$ cat config.mk
export PLATFORM = sky130hd
export DESIGN_NAME = logic_unit_pipe
export DESIGN_NICKNAME = d
export VERILOG_FILES = /design/src/rtl/logic_unit_pipe.sv
export SDC_FILE = /design/constraint.sdc
export NUM_CORES = 1
export LEC_CHECK = 0
export BUFFER_PORTS_ARGS = -buffer_cell sky130_fd_sc_hd__buf_2
export CAP_MARGIN = 5
export CORE_MARGIN = 2
export CORE_UTILIZATION = 59
export DETAILED_ROUTE_END_ITERATION = 10
export PLACE_DENSITY_LB_ADDON = 0.05
export RECOVER_POWER = 50
export SETUP_SLACK_MARGIN = 0.15
export SLEW_MARGIN = 30
export SYNTH_ARGS = -nofsm -noshare
export SYNTH_HDL_FRONTEND = slang
export SYNTH_SLANG_ARGS = --single-unit
$ cat constraint.sdc
create_clock -name clk -period 4 [get_ports clk]
set_input_delay 0 -clock clk [delete_from_list [all_inputs] [get_ports clk]]
set_output_delay 0 -clock clk [all_outputs]
set_load 0.01 [all_outputs]
$ cat src/rtl/logic_unit_pipe.sv
// Registered bitwise logic unit with a valid/ready handshake, zero flag,
// accumulator chaining and a wrapping count of accepted bundles.
module logic_unit_pipe #(
  parameter int WIDTH = 8
) (
  input  logic             clk,
  input  logic             rst_n,
  input  logic             in_valid,
  output logic             in_ready,
  input  logic [2:0]       op,
  input  logic             acc_mode,
  input  logic             acc_clr,
  input  logic [WIDTH-1:0] a,
  input  logic [WIDTH-1:0] b,
  output logic             out_valid,
  input  logic             out_ready,
  output logic [WIDTH-1:0] y,
  output logic             zero,
  output logic [15:0]      ops_done
);

  typedef enum logic {EMPTY, FULL} state_t;

  state_t           state_q;
  logic [WIDTH-1:0] y_q;
  logic             zero_q;
  logic [WIDTH-1:0] acc_q;
  logic [15:0]      cnt_q;

  logic [WIDTH-1:0] opA;
  logic [WIDTH-1:0] result_d;
  logic             zero_d;
  logic [15:0]      cnt_d;
  logic             accept;

  // The output slot can be refilled in the same cycle it is drained.
  assign in_ready = rst_n & ((state_q == EMPTY) | out_ready);
  assign accept   = in_valid & in_ready;

  always_comb begin
    opA = a;
    if (acc_mode) begin
      opA = acc_clr ? '0 : acc_q;
    end
    result_d = '0;
    case (op)
      3'b000:  result_d = opA & b;
      3'b001:  result_d = opA | b;
      3'b010:  result_d = ~(opA | b);
      3'b011:  result_d = ~(opA & b);
      3'b100:  result_d = opA ^ b;
      3'b101:  result_d = ~(opA ^ b);
      3'b110:  result_d = ~opA;
      default: result_d = b;
    endcase
    zero_d = (result_d == '0);
    cnt_d  = cnt_q + 16'd1;
  end

  always_ff @(posedge clk) begin
    if (!rst_n) begin
      state_q <= EMPTY;
      y_q     <= '0;
      zero_q  <= 1'b1;
      acc_q   <= '0;
      cnt_q   <= 16'd0;
    end else if (accept) begin
      state_q <= FULL;
      y_q     <= result_d;
      zero_q  <= zero_d;
      acc_q   <= result_d;
      cnt_q   <= cnt_d;
    end else begin
      // y/zero keep their last value even after the result is drained.
      if (out_ready) begin
        state_q <= EMPTY;
      end
      if (acc_clr) begin
        acc_q <= '0;
      end
    end
  end

  assign out_valid = (state_q == FULL);
  assign y         = y_q;
  assign zero      = zero_q;
  assign ops_done  = cnt_q;

endmodule

---- After elaboration in Yosys (flattened, before gate mapping) ----
Cells that the tools add are included.
storage, ports and cells
  register bits ........................... 34
  output and inout bits ................... 27
  logic and storage cells ................. 32
cells by class
  add/sub/neg operators ................... 1
  eq/ne operators ......................... 6
  muxes and demuxes ....................... 6
  bitwise operators ....................... 11
  reductions and logical operators ........ 3
operator list
  operator                                                               count
  8-bit one-hot mux with 7 select lines                                  1
  8-bit inverter                                                         4
  8-bit 2-to-1 mux                                                       3
  16-bit by 1-bit adder with 16-bit output, second input constant        1
  3-bit equality test, second input constant                             3
  8-bit AND                                                              1
  8-bit zero test                                                        1
  8-bit bitwise OR                                                       1
  8-bit XOR                                                              1
  3-bit by 2-bit equality test with 1-bit output, second input constant  2
  3-bit by 1-bit equality test with 1-bit output, second input constant  1
  3-bit zero test                                                        1
  1-bit AND                                                              2
  1-bit 2-to-1 mux                                                       2
  2-bit nonzero test                                                     1
  1-bit inverter                                                         1
  1-bit bitwise OR                                                       1

---- Longest topological paths before layout ----
Gate-level depths: netlist of the first run.
  depth after elaboration ................. 6
  depth in mapped cells ................... 10

---- Worst setup path after synthesis of the first run ----
OpenSTA, ideal clock, no wires.
  path type ............................... reg-to-reg
  from .................................... register acc_q[0]
  to ...................................... register zero_q (netlist: zero)
  setup time .............................. 0.060 ns
  arrival time ............................ 1.954 ns
  data required time ...................... 3.940 ns
  slack ................................... 1.986 ns
  stages on the path, launching flop included .. 10
  clock period less this slack ............ 2.014 ns
  cells stage by stage .................... dfxtp_1 and2b_1 mux2_2 ha_1 mux2i_2 o221ai_1 nor2_1 nor3_1 nor4_1 a41o_1
between the ends
  word-level cells in the longest chain between the ends .. 6
RTL lines
  item                                      RTL line    source
  from (decl)                               27          logic [WIDTH-1:0] acc_q;
  from (signal assigned)                    71          acc_q <= result_d;
  8-bit 2-to-1 mux *                        n/a
  8-bit 2-to-1 mux *                        42          if (acc_mode) begin
  8-bit XOR (tied with other cells)         51, 52
  8-bit inverter, on equally long branches  52, 49, 50
  8-bit one-hot mux with 7 select lines *   46          case (op)
  8-bit zero test *                         56          zero_d = (result_d == '0);
  to (signal assigned)                      70          zero_q <= zero_d;
  to (decl)                                 26          logic zero_q;
Every way passes the cells marked *; elsewhere a longest branch is shown, timed or not.
A chain may end at the register's enable or synchronous reset.

---- Final worst setup path of the first run ----
  from .................................... register state_q (netlist: out_valid)
  to ...................................... register cnt_q[14] (netlist: ops_done[14])
between the ends
  word-level cells in the longest chain between the ends .. 4
RTL lines
  item                    RTL line  source
  from (decl)             24        state_t state_q;
  from (signal assigned)  62        state_q <= EMPTY;
  from (signal assigned)  68        state_q <= FULL;
  from (signal assigned)  76        state_q <= EMPTY;
  1-bit inverter          37        assign in_ready = rst_n & ((state_q == EMPTY) | out_ready);
  1-bit bitwise OR        37
  1-bit AND               37
  1-bit AND               38        assign accept = in_valid & in_ready;
  to (signal assigned)    72        cnt_q <= cnt_d;
  to (decl)               28        logic [15:0] cnt_q;
Every way passes these cells.

==> results of run 1 <==
-- power by group through the flow --
stage	Clock [mW]	Combinational, mW	Sequential [mW]
floorplan	0	0.120	0.371
global placement	0	0.162	0.367
detailed placement	0	0.165	0.367
CTS	0.302	0.167	0.360
global route	0.316	0.186	0.361
finish	0.299	0.165	0.360
-- registers in the layout, indices dropped and copies added, names as in the netlist --
| register | count |
|---|---|
| zero | 1 |
| out_valid | 1 |
| ops_done | 16 |
| y | 8 |
| acc_q | 8 |
-- cell families after synthesis --
kind of cell | Yosys count | synth area share
AOI/OAI and AO/OA | 71 | 0.211
xor gates and xnor gates | 11 | 0.0409
adders and majority gates | 9 | 0.0478
buffers and inverters | 27 | 0.0616
DFF | 34 | 0.289
muxes | 7 | 0.0329
and+or+nand+nor | 127 | 0.317
-- path summary, 6_finish.rpt --
path,to,depth (start not counted),startpoint,slack (ps)
min,out_valid,3,out_ready,20
max,ops_done[14],7,out_valid,1730
min reg2reg,acc_q[7],2,acc_q[7],470
max reg2reg,ops_done[14],7,out_valid,1730
-- synthesized netlist by cell type, drive strengths merged (3+ instances only) --
cell type / instances / area, um^2
dfxtp: 34 / 681
nand2: 21 / 78.8
nor2b: 19 / 119
nor2: 18 / 67.6
a21oi: 15 / 75.1
nand2b: 14 / 87.6
o21ai: 13 / 65.1
and2: 12 / 75.1
buf: 12 / 88.8
ha: 9 / 113
inv: 8 / 30.0
o21a: 8 / 60.1
xnor2: 8 / 70.1
and3: 7 / 43.8
a21boi: 6 / 45.0
clkbuf: 6 / 22.5
nand3b: 6 / 70.1
nor3: 6 / 30.0
or3: 6 / 37.5
a31oi: 5 / 31.3
mux2i: 4 / 43.8
nor4: 4 / 31.3
o32ai: 4 / 35.0
a211oi: 3 / 22.5
mux2: 3 / 33.8
nand4: 3 / 18.8
nor3b: 3 / 27.5
xor2: 3 / 26.3
-- timing repair --
item                                    CTS  global route
endpoints found under the hold margin     1             0
hold buffers                              1             0
endpoints found under the setup margin    0             0
-- placed cells by master, fill, tap and decap left out, types with 4 or more instances in the layout --
cell type	Yosys	layout
and3_1	7	7
nor2_1	18	18
nor2b_1	19	19
dfxtp_1	34	34
xnor2_1	8	8
a31oi_1	5	5
buf_2	5	25
clkbuf_8	0	8
nand2b_1	14	14
nor3_1	6	6
o21a_1	8	8
a21oi_1	15	15
ha_1	9	9
o32ai_1	4	4
clkbuf_1	6	27
and2_1	12	10
a21boi_0	4	4
nand2_1	21	21
o21ai_0	13	13
inv_1	8	8
nand3b_1	4	4
or3_1	6	6
-- metrics by stage --
step / instance area [um^2] / instances / util / power, mW / hold slack, ps
after global routing: 2650 / 377 / 0.708 / 0.863 / 57.9
after CTS: 2690 / 377 / 0.718 / 0.829 / 17.4
after detailed placement: 2570 / 368 / 0.686 / 0.532 / 273
after global placement: 2570 / 368 / 0.686 / 0.529 / 272
after floorplan: 2360 / 286 / - / 0.490 / 139
final: 2650 / 377 / 0.708 / 0.823 / 22.3
-- critical path: cells and delay by family (launching register included) --
kind / cells / cell delay (ps)
XOR/XNOR: 1 / 130
flip-flops: 1 / 310
buffers and inverters: 1 / 580
AND/OR/NAND/NOR: 5 / 1190
-- area by class of cell --
class | count | area (um^2) | area share
Tap cell | 48 | 60.1 | 0.0227
Timing Repair Buffer | 53 | 236 | 0.0892
Multi-Input combinational cell | 225 | 1530 | 0.577
Clock buffer | 8 | 110 | 0.0415
Sequential cell | 34 | 681 | 0.257
Inverter | 9 | 33.8 | 0.0127
-- routing by layer --
metal | wire length [um] | global-route usage | share of wire | vias to the layer above
met5 | 0 | 0 | 0 | -
met2 | 2420 | 0.433 | 0.46 | 52
met1 | 2570 | 0.344 | 0.49 | 1005
met3 | 218 | 0.0450 | 0.041 | 9
met4 | 72 | 0.0816 | 0.014 | 0
li1 | - | - | - | 1103
==> results by group, run 1 <==
Outcome
  • Status: completed

Pwr
  • Sw Ratio: 0.275
  • Switching Power: approximately 230 uW
  • Pwr Density: 310 mW/mm^2
  • Static Leakage: 1.10 nW
  • Power Internal: about 600 uW
  • Maximum VDD drop: 0.247 mV
  • Combinational power share: 0.200
  • Seq pwr share: 0.437
  • Clock network power share: 0.363

Cells and area
  • Layout cell share with drive strength beyond 1: 0.134
  • Area growth from synthesis to layout: 12.5%
  • Nets: 362
  • Fillers: about 330
  • ANT cells: 0

Timing
  • Worst Tran Pin Value: 692 ps
  • RSZ-0062 raised after global routing: false
  • Fmax: 440 MHz
  • Worst clock skew: 9.76 ps
  • Final hold violation count: 0
  • Final worst setup slack: 1730 ps
  • Fin Setup TNS: 0 ps
  • Max-slew headroom: 0.538
  • Final setup fails: 0
  • Slew Viols, Final: 0
  • Final Cycle Share: 0.568
  • Min cycle time layout: approximately 2300 ps

Detailed routing
  • Initial drt markers: 108
  • Routed wire per std cell: 14.0 um
  • Final WL: ~5.3 mm
  • Number of detailed-route iterations in the first pass: 4
  • Post-route ant nets: 0
  • Vias post-DR: around 2.2k
  • Vias/cell: 5.75
  • DRC viols: 0

GRT
  • Vias in the first global route: 2039
  • Largest net degree at the start of global routing: 44
  • GRT overflow: 0
  • First-pass GRT wire length: 9.06 mm
  • Initial antenna violation count: 0
  • GRT Util Overall: 0.261

Synthesis
  • Distinct cells, synth: 55
  • Seq/Total Area, Yosys: 0.289
  • Post-Syn Area: 0.00236 mm^2
  • Yosys warns: 0
  • FF+latch count, synth: 34
  • Mean Syn Cell Area: 8.24 um^2
  • Post-synth EDFFs: 0
  • Mapped Cells: 286
  • Asr flop ratio synth: 0
  • Top FF cell, synth: dfxtp_1
  • Syn Nets: 320

Floorplanning
  • Cell row count: 22
  • Initial Utilization: 0.629
  • Die area: about 0.0045 mm^2
  • I/O pins: 52
  • Die height: 67.2 um
  • Chip width: roughly 67 um
  • Core area: approximately 0.0037 mm^2

Critical path
  • Crit. End Element: register
  • Crit path cell chain: nand2b_1 > and3_1 > clkbuf_1 > and3_1 > and4_1 > xor2_1 > and2_1
  • Cell mode on critical path: and3_1
  • Critical path class: register to register
  • Startpoint types: register
  • Crit path DAT: 2510 ps
  • Critical Path Slowest Stage Cell: clkbuf_1
  • Maximum fanout along the worst path: 17
  • Critical path's largest stage delay: 580 ps
  • WP data required: approximately 4200 ps

Clock network
  • Clock tree from TritonCTS: built
  • CTS clock-pin slew for the worst setup and hold paths: 70 ps
  • Number of gates resized after cts: 0
  • CTS root buf: clkbuf_8
  • Postcts setup bufs: 0
  • Clk_lat worst skew: 290 ps
  • Inserted Clock Buffers: 5
  • CTS Sinks: 34
  • CTS max path bufs: 2
  • Clock H-tree levels: 2

Placement
  • Placement Setup Slack: 1810 ps
  • Gp weighted congestion: 0.821
  • Port bufs: 51
  • Hpwl dp: 3.88 mm

Job
  • Max_cap viols: 0

Hold path
  • Worst min path class: input pin to register
No activity file was read; power rests on OpenSTA's default activity.
==> run 2, diff against run 1 <==
CORE_UTILIZATION = 55   (was 59)
clock period = 2.33 ns   (was 4 ns; I/O delays follow)
==> run 2 against run 1 <==
Against the previous run:
- sequential share of layout area decreased by 0.24 points
- fmax increased by 7.0%
- register-to-register slack got worse by 1500 ps
- clock power increased by 34%
- final cell count increased by 0.80%
- critical path depth increased by 2
- clock skew decreased by 5.6 ps
- die area increased by 6.8%
- count of clock-buffer cells in the layout decreased by 3
==> results by group, run 2 (synthesis gave the netlist of run 1 again) <==
Outcome
  • Status: completed

Cells and area
  • Layout cell share with drive strength beyond 1: 0.155 (+0.0208)
  • Design Area, Final: 0.00268 mm^2 (+1.1%)
  • Commonest non-fill, non-tap cell in the layout: dfxtp_1
  • Max FFs per register: 16 (unchanged)
  • ANT cells: 0 (unchanged)
  • Nets: 364 (+0.55%)
  • Most frequent cells in the layout: dfxtp_1, clkbuf_1, buf_2
  • Non-filler instance count after layout: 380 (+0.80%)
  • Area growth from synthesis to layout: 13.8%

Clock network
  • Inserted Clock Buffers: 5 (unchanged)
  • Clock tree from TritonCTS: built
  • CTS clock-pin slew for the worst setup and hold paths: 70 ps (about the same)
  • CTS max path bufs: 2 (unchanged)
  • Clock H-tree levels: 2 (unchanged)
  • Postcts setup bufs: 0 (unchanged)
  • CTS Sinks: 34 (unchanged)
  • CTS root buf: clkbuf_8
  • Clk_lat worst skew: 280 ps (about the same)

GRT
  • GRT Util Overall: 0.221 (-0.0397)
  • Largest net degree at the start of global routing: 25 (-43%)
  • First-pass GRT wire length: 8.80 mm (-2.8%)
  • Vias in the first global route: 1996 (-2.1%)
  • Initial antenna violation count: 0 (unchanged)
  • GRT overflow: 0 (unchanged)

Critical path
  • Critical R2R Launch: acc_q[0]
  • Crit. End Element: register
  • Maximum fanout along the worst path: 4 (-13)
  • Crit path DAT: 2350 ps (-160 ps)
  • WP data required: 2550 ps (-1690 ps)
  • Critical path class: register to register
  • Startpoint types: register
  • R2R setup slack: 210 ps (-1520 ps)
  • Worst-case reg-to-reg path depth: 9 (+2)
  • Reg2Reg Capture Point: zero

Placement
  • Gp weighted congestion: 0.827 (+0.76%)
  • Placement Setup Slack: 192 ps (-1620 ps)
  • Total placed cells including tap cells: 372 (+1.1%)
  • Placed instance area: 0.00258 mm^2 (+0.68%)
  • Hpwl dp: 3.94 mm (+1.6%)
  • Port bufs: 51 (unchanged)

Floorplanning
  • Die height: 69.5 um (+3.4%)
  • Cell row count: 23 (+4.5%)
  • I/O pins: 52 (unchanged)
  • Core area: 0.00406 mm^2 (+8.4%)
  • Chip width: 69.5 um (+3.4%)
  • Initial Utilization: 0.581 (-0.0487)
  • Die area: 0.00482 mm^2 (+6.8%)

Timing
  • Min cycle time layout: 2120 ps (-148 ps)
  • Worst Tran Pin Value: 473 ps (-219 ps)
  • Slew Viols, Final: 0 (unchanged)
  • Final Cycle Share: 0.912 (+0.344)
  • Final hold violation count: 0 (unchanged)
  • Fmax: 471 MHz (+7.0%)
  • Worst clock skew: 4.13 ps (-5.63 ps)
  • Final worst setup slack: 206 ps (-1520 ps)
  • Max-slew headroom: 0.682 (+0.143)
  • RSZ-0062 raised after global routing: true
  • Fin Setup TNS: 0 ps (unchanged)
  • Final setup fails: 0 (unchanged)

Job
  • Max_cap viols: 0 (unchanged)

Detailed routing
  • Initial drt markers: 65 (-40%)
  • Number of detailed-route iterations in the first pass: 5 (+1)
  • Vias/cell: 5.65 (-1.8%)
  • Final WL: 5.35 mm (+1.1%)
  • Routed wire per std cell: 14.1 um (+0.34%)
  • Post-route ant nets: 0 (unchanged)
  • DRC viols: 0 (unchanged)
  • Vias post-DR: 2148 (-0.97%)

Hold path
  • Min-Delay Path Depth: 2 (-1)
  • Worst min path class: input pin to register
  • Hold Crit Start: rst_n
  • Worst Hold Path EP: y[2]

Pwr
  • Pwr Density: 491 mW/mm^2 (+58%)
  • Static Leakage: 1.10 nW (+0.50%)
  • Maximum VDD drop: 0.299 mV (+21%)
  • Total power: 1.32 mW (+60%)
run 2: per-stage QoR:
stage	utilization	hold slack, ps
3_5_place_dp	0.637	285
6_report	0.661	25.2
4_1_cts	0.659	16.5
5_1_grt	0.661	39.8
2_1_floorplan	-	139
3_3_place_gp	0.637	268
run 2: area by class of cell:
class                   instances  area [um^2]
clock inverters                 2         10.0
multi-input cells             225         1570
fillers                       391         1380
clock buffers                   5         68.8
well taps                      50         62.6
flip-flops and latches         34          682
inverters                       9         33.8
repair buffers                 55          255
run 2: routing by layer:
metal | track usage | share of wire | routed length, um | vias to the layer above
met1 | 0.267 | 0.45 | 2420 | 985
met3 | 0.0407 | 0.042 | 226 | 7
met2 | 0.400 | 0.49 | 2630 | 46
li1 | - | - | - | 1110
met5 | 0 | 0 | 0 | -
met4 | 0.0588 | 0.013 | 70 | 0
run 2: worst max-delay path, stage by stage (launching register included):
cell,delay (ps)
dfxtp_1,300
and2b_1,150
mux2_2,300
ha_4,250
mux2i_4,170
o221ai_1,160
nor2_1,170
nor3_1,80
nor4_1,300
a41o_1,210
run 2: how the worst max path moves through the flow:
stage,startpoint,to,slack (ps),depth (start not counted)
global route,acc_q[0],zero,120,9
detailed placement,acc_q[0],zero,190,9
CTS,acc_q[0],zero,230,9
global placement,acc_q[0],zero,220,9
finish,acc_q[0],zero,210,9
floorplan,acc_q[0],zero,320,9
run 2: power by group:
part | leakage (nW) | internal (mW) | switching (mW)
clock network | 0.0438 | 0.200 | 0.200
logic | 0.783 | 0.131 | 0.169
registers | 0.278 | 0.605 | 0.0121
total | 1.10 | 0.936 | 0.381
run 2: timing repair:
item                                    4_1_cts  5_1_grt
endpoints found under the hold margin         1        0
resized for setup                             0        6
cloned                                        0        0
endpoints found under the setup margin        1        5
hold buffers                                  1        0
pin swaps                                     1        2
==> run 3, diff against run 2 <==
ABC_AREA = 1   (was unset)
==> run 3 against run 2 <==
Against the previous run:
- via count grew 19%
- synthesized cell count grew 38%
- sequential share of layout area shrank 0.48 points
- critical path depth shrank 1
- non-clock buffer count shrank 2
- clock skew is essentially flat
- global-route usage grew 0.93 points
- count of clock-buffer cells in the layout grew 1
- area after synthesis grew 4.1%
- hold slack gained 14 ps
- core utilization shrank 3.0 points
- routed wire length grew 3.0%
- largest power group unchanged
==> results by group, run 3 <==
Outcome
  • Status: completed

Cells and area
  • Area growth from synthesis to layout: 11.2%
  • Max FFs per register: 16 (unchanged)
  • Fin util: 0.631 (-0.0300)
  • ANT cells: 0 (unchanged)
  • Layout cell share with drive strength beyond 1: 0.118 (-0.0361)
  • Multi-input gate area: 0.00142 mm^2 (-9.2%)
  • Most frequent cells in the layout: nand2_1, inv_1, nand3_1
  • Non-filler instance count after layout: 491 (+29%)
  • Sequential standard cell area: 681 um^2 (-0.18%)
  • Nets: 472 (+30%)
  • Fillers: 454 (+16%)
  • Commonest non-fill, non-tap cell in the layout: nand2_1

Pwr
  • Static Leakage: 1.31 nW (+19%)
  • Pwr Density: 492 mW/mm^2 (+0.11%)
  • Maximum VDD drop: 0.463 mV (+55%)

Clock network
  • CTS root buf: clkbuf_8
  • Clock tree from TritonCTS: built
  • Hold Buf Count CTS: 0 (-1)
  • Clk_lat worst skew: 290 ps (about the same)
  • Clock H-tree levels: 2 (unchanged)
  • Number of gates resized after cts: 0 (unchanged)
  • Postcts setup bufs: 0 (unchanged)
  • CTS clock-pin slew for the worst setup and hold paths: 70 ps (about the same)
  • CTS Sinks: 34 (unchanged)
  • Inserted Clock Buffers: 5 (unchanged)
  • CTS max path bufs: 2 (unchanged)

Critical path
  • Worst-case reg-to-reg path depth: 8 (-1)
  • Crit path cell chain: nand2_1 > nand3_2 > nor3_2 > nand3_1 > nor2_2 > nand3_1 > nand2_1 > nor2_1
  • Crit. End Element: register
  • Critical R2R Launch: out_valid
  • Maximum fanout along the worst path: 17 (+13)
  • Critical path's largest stage delay: 330 ps (+30 ps)
  • Reg2Reg Capture Point: ops_done[11]
  • Critical path class: register to register
  • Critical Path Slowest Stage Cell: nand3_2
  • WP data required: 2520 ps (-30 ps)
  • Delay-heaviest family, CP: simple AND/OR/NAND/NOR gates
  • Worst Path Buf+Inv: 0 (unchanged)
  • R2R setup slack: 580 ps (+370 ps)
  • Startpoint types: register
  • Crit path DAT: 1940 ps (-410 ps)

Synthesis
  • FF+latch count, synth: 34 (unchanged)
  • Biggest area consumer among synthesized cells: dfxtp_1
  • Syn Nets: 428 (+34%)
  • Seq/Total Area, Yosys: 0.277 (-0.0115)
  • Top-count cell post-synth: nand2_1
  • Post-synth EDFFs: 0 (unchanged)
  • Distinct cells, synth: 34 (-38%)
  • Synth top area cells: dfxtp_1, nand2_1, nand3_1
  • Mean Syn Cell Area: 6.23 um^2 (-24%)
  • Synth top area share: 0.277 (-0.0115)
  • Top FF cell, synth: dfxtp_1
  • Post-Syn Area: 0.00245 mm^2 (+4.1%)
  • Post-synth top cells: nand2_1, inv_1, nand3_1, nor2_1, dfxtp_1
  • Yosys warns: 0 (unchanged)
  • Mapped Cells: 394 (+38%)
  • Asr flop ratio synth: 0 (unchanged)

Timing
  • Min cycle time layout: 1750 ps (-371 ps)
  • Slew Viols, Final: 0 (unchanged)
  • Fin Setup TNS: 0 ps (unchanged)
  • Max-slew headroom: 0.510 (-0.172)
  • Final Cycle Share: 0.753 (-0.159)
  • Final setup fails: 0 (unchanged)
  • Fmax: 570 MHz (+21%)
  • Final hold violation count: 0 (unchanged)
  • Worst Tran Pin Value: 735 ps (+261 ps)
  • RSZ-0062 raised after global routing: false
  • Worst clock skew: 4.16 ps (+0.0262 ps)

Floorplanning
  • Chip width: 70.8 um (+1.9%)
  • Die height: 70.8 um (+1.9%)
  • Core area: 0.00432 mm^2 (+6.6%)
  • I/O pins: 52 (unchanged)
  • Initial Utilization: 0.567 (-0.0132)
  • Die area: 0.00501 mm^2 (+3.9%)
  • Cell row count: 24 (+4.3%)

GRT
  • GRT overflow: 0 (unchanged)
  • First-pass GRT wire length: 9.72 mm (+10%)
  • Vias in the first global route: 2334 (+17%)
  • Initial antenna violation count: 0 (unchanged)
  • GRT Util Overall: 0.230 (+0.00929)
  • Largest net degree at the start of global routing: 24 (-4.0%)

Detailed routing
  • Post-route ant nets: 0 (unchanged)
  • Vias post-DR: 2564 (+19%)
  • Final WL: 5.51 mm (+3.0%)
  • DRC viols: 0 (unchanged)
  • Vias/cell: 5.22 (-7.6%)
  • Routed wire per std cell: 11.2 um (-20%)
  • Initial drt markers: 171 (+160%)
  • Number of detailed-route iterations in the first pass: 4 (-1)

Hold path
  • Worst min path class: input pin to register
  • Worst Hold Path EP: out_valid
  • Hold Crit Start: out_ready
  • Min-Delay Path Depth: 4 (+2)

Placement
  • Port bufs: 51 (unchanged)
  • Total placed cells including tap cells: 483 (+30%)
  • Hpwl dp: 4.20 mm (+6.6%)
  • Gp weighted congestion: 0.841 (+1.7%)

Job
  • Max_cap viols: 0 (unchanged)
run 3: cell count changes in the layout (fill, tap and decap cells not counted), sizes merged, moves of 16 or more:
cell	delta
inv	+51
a21oi	+16
nor2b	-19
nor2	+24
nand3	+47
nand2	+85
run 3: tightest hold or removal path, stage by stage:
cell and delay (ps):
buf_2 80, inv_1 30, nand2_1 90, a21oi_1 80
run 3: kinds of logic (layout without fill, tap and decap cells):
logic type	after synthesis	in the layout	synth area share
buffers and inverters	76	121	0.142
XOR/XNOR	3	3	0.0107
flip-flops	34	34	0.277
adder cells (fa/ha/maj)	9	9	0.0459
AND/OR/NAND/NOR	213	213	0.394
AO/OA/AOI/OAI	59	59	0.130
run 3: how the worst max path moves through the flow:
stage	startpoint	to	slack, ps	cells after the start
after floorplan	acc_q[5]	y[5]	870	11
after global placement	acc_mode	y[5]	610	11
after detailed placement	acc_mode	y[5]	570	11
after CTS	out_valid	ops_done[11]	590	8
after global routing	out_valid	ops_done[11]	350	8
final	out_valid	ops_done[11]	580	8
run 3: power breakdown:
| part | switching [mW] | internal (mW) |
|---|---|---|
| combinational | 0.176 | 0.0962 |
| clock | 0.215 | 0.237 |
| sequential | 0.0137 | 0.604 |
| total | 0.405 | 0.937 |
run 3: metal layers:
metal	global-route usage	vias up	routed length, um	part of all wire
met5	0	-	0	0
met4	0.0503	0	42	0.0076
met3	0.0470	6	307	0.056
met2	0.384	64	2470	0.45
met1	0.308	1153	2690	0.49
li1	-	1341	-	-
run 3: through the flow:
step | worst slack [ps] | cell area (um^2) | hold slack [ps] | power (mW)
final | 577 | 2730 | 39.1 | 1.34
after global routing | 348 | 2730 | 57.0 | 1.43
after CTS | 585 | 2770 | 39.0 | 1.36
after detailed placement | 573 | 2670 | 346 | 0.906
after global placement | 613 | 2670 | 324 | 0.900
after floorplan | 873 | 2450 | 192 | 0.838
run 3: layout make-up:
cell class                 instances  area share
clock inverter                     2     0.00459
sequential                        34       0.250
inverter                          60      0.0844
clock buffer                       6      0.0303
multi-input combinational        284       0.522
timing repair buffer              53      0.0853
tap                               52      0.0239
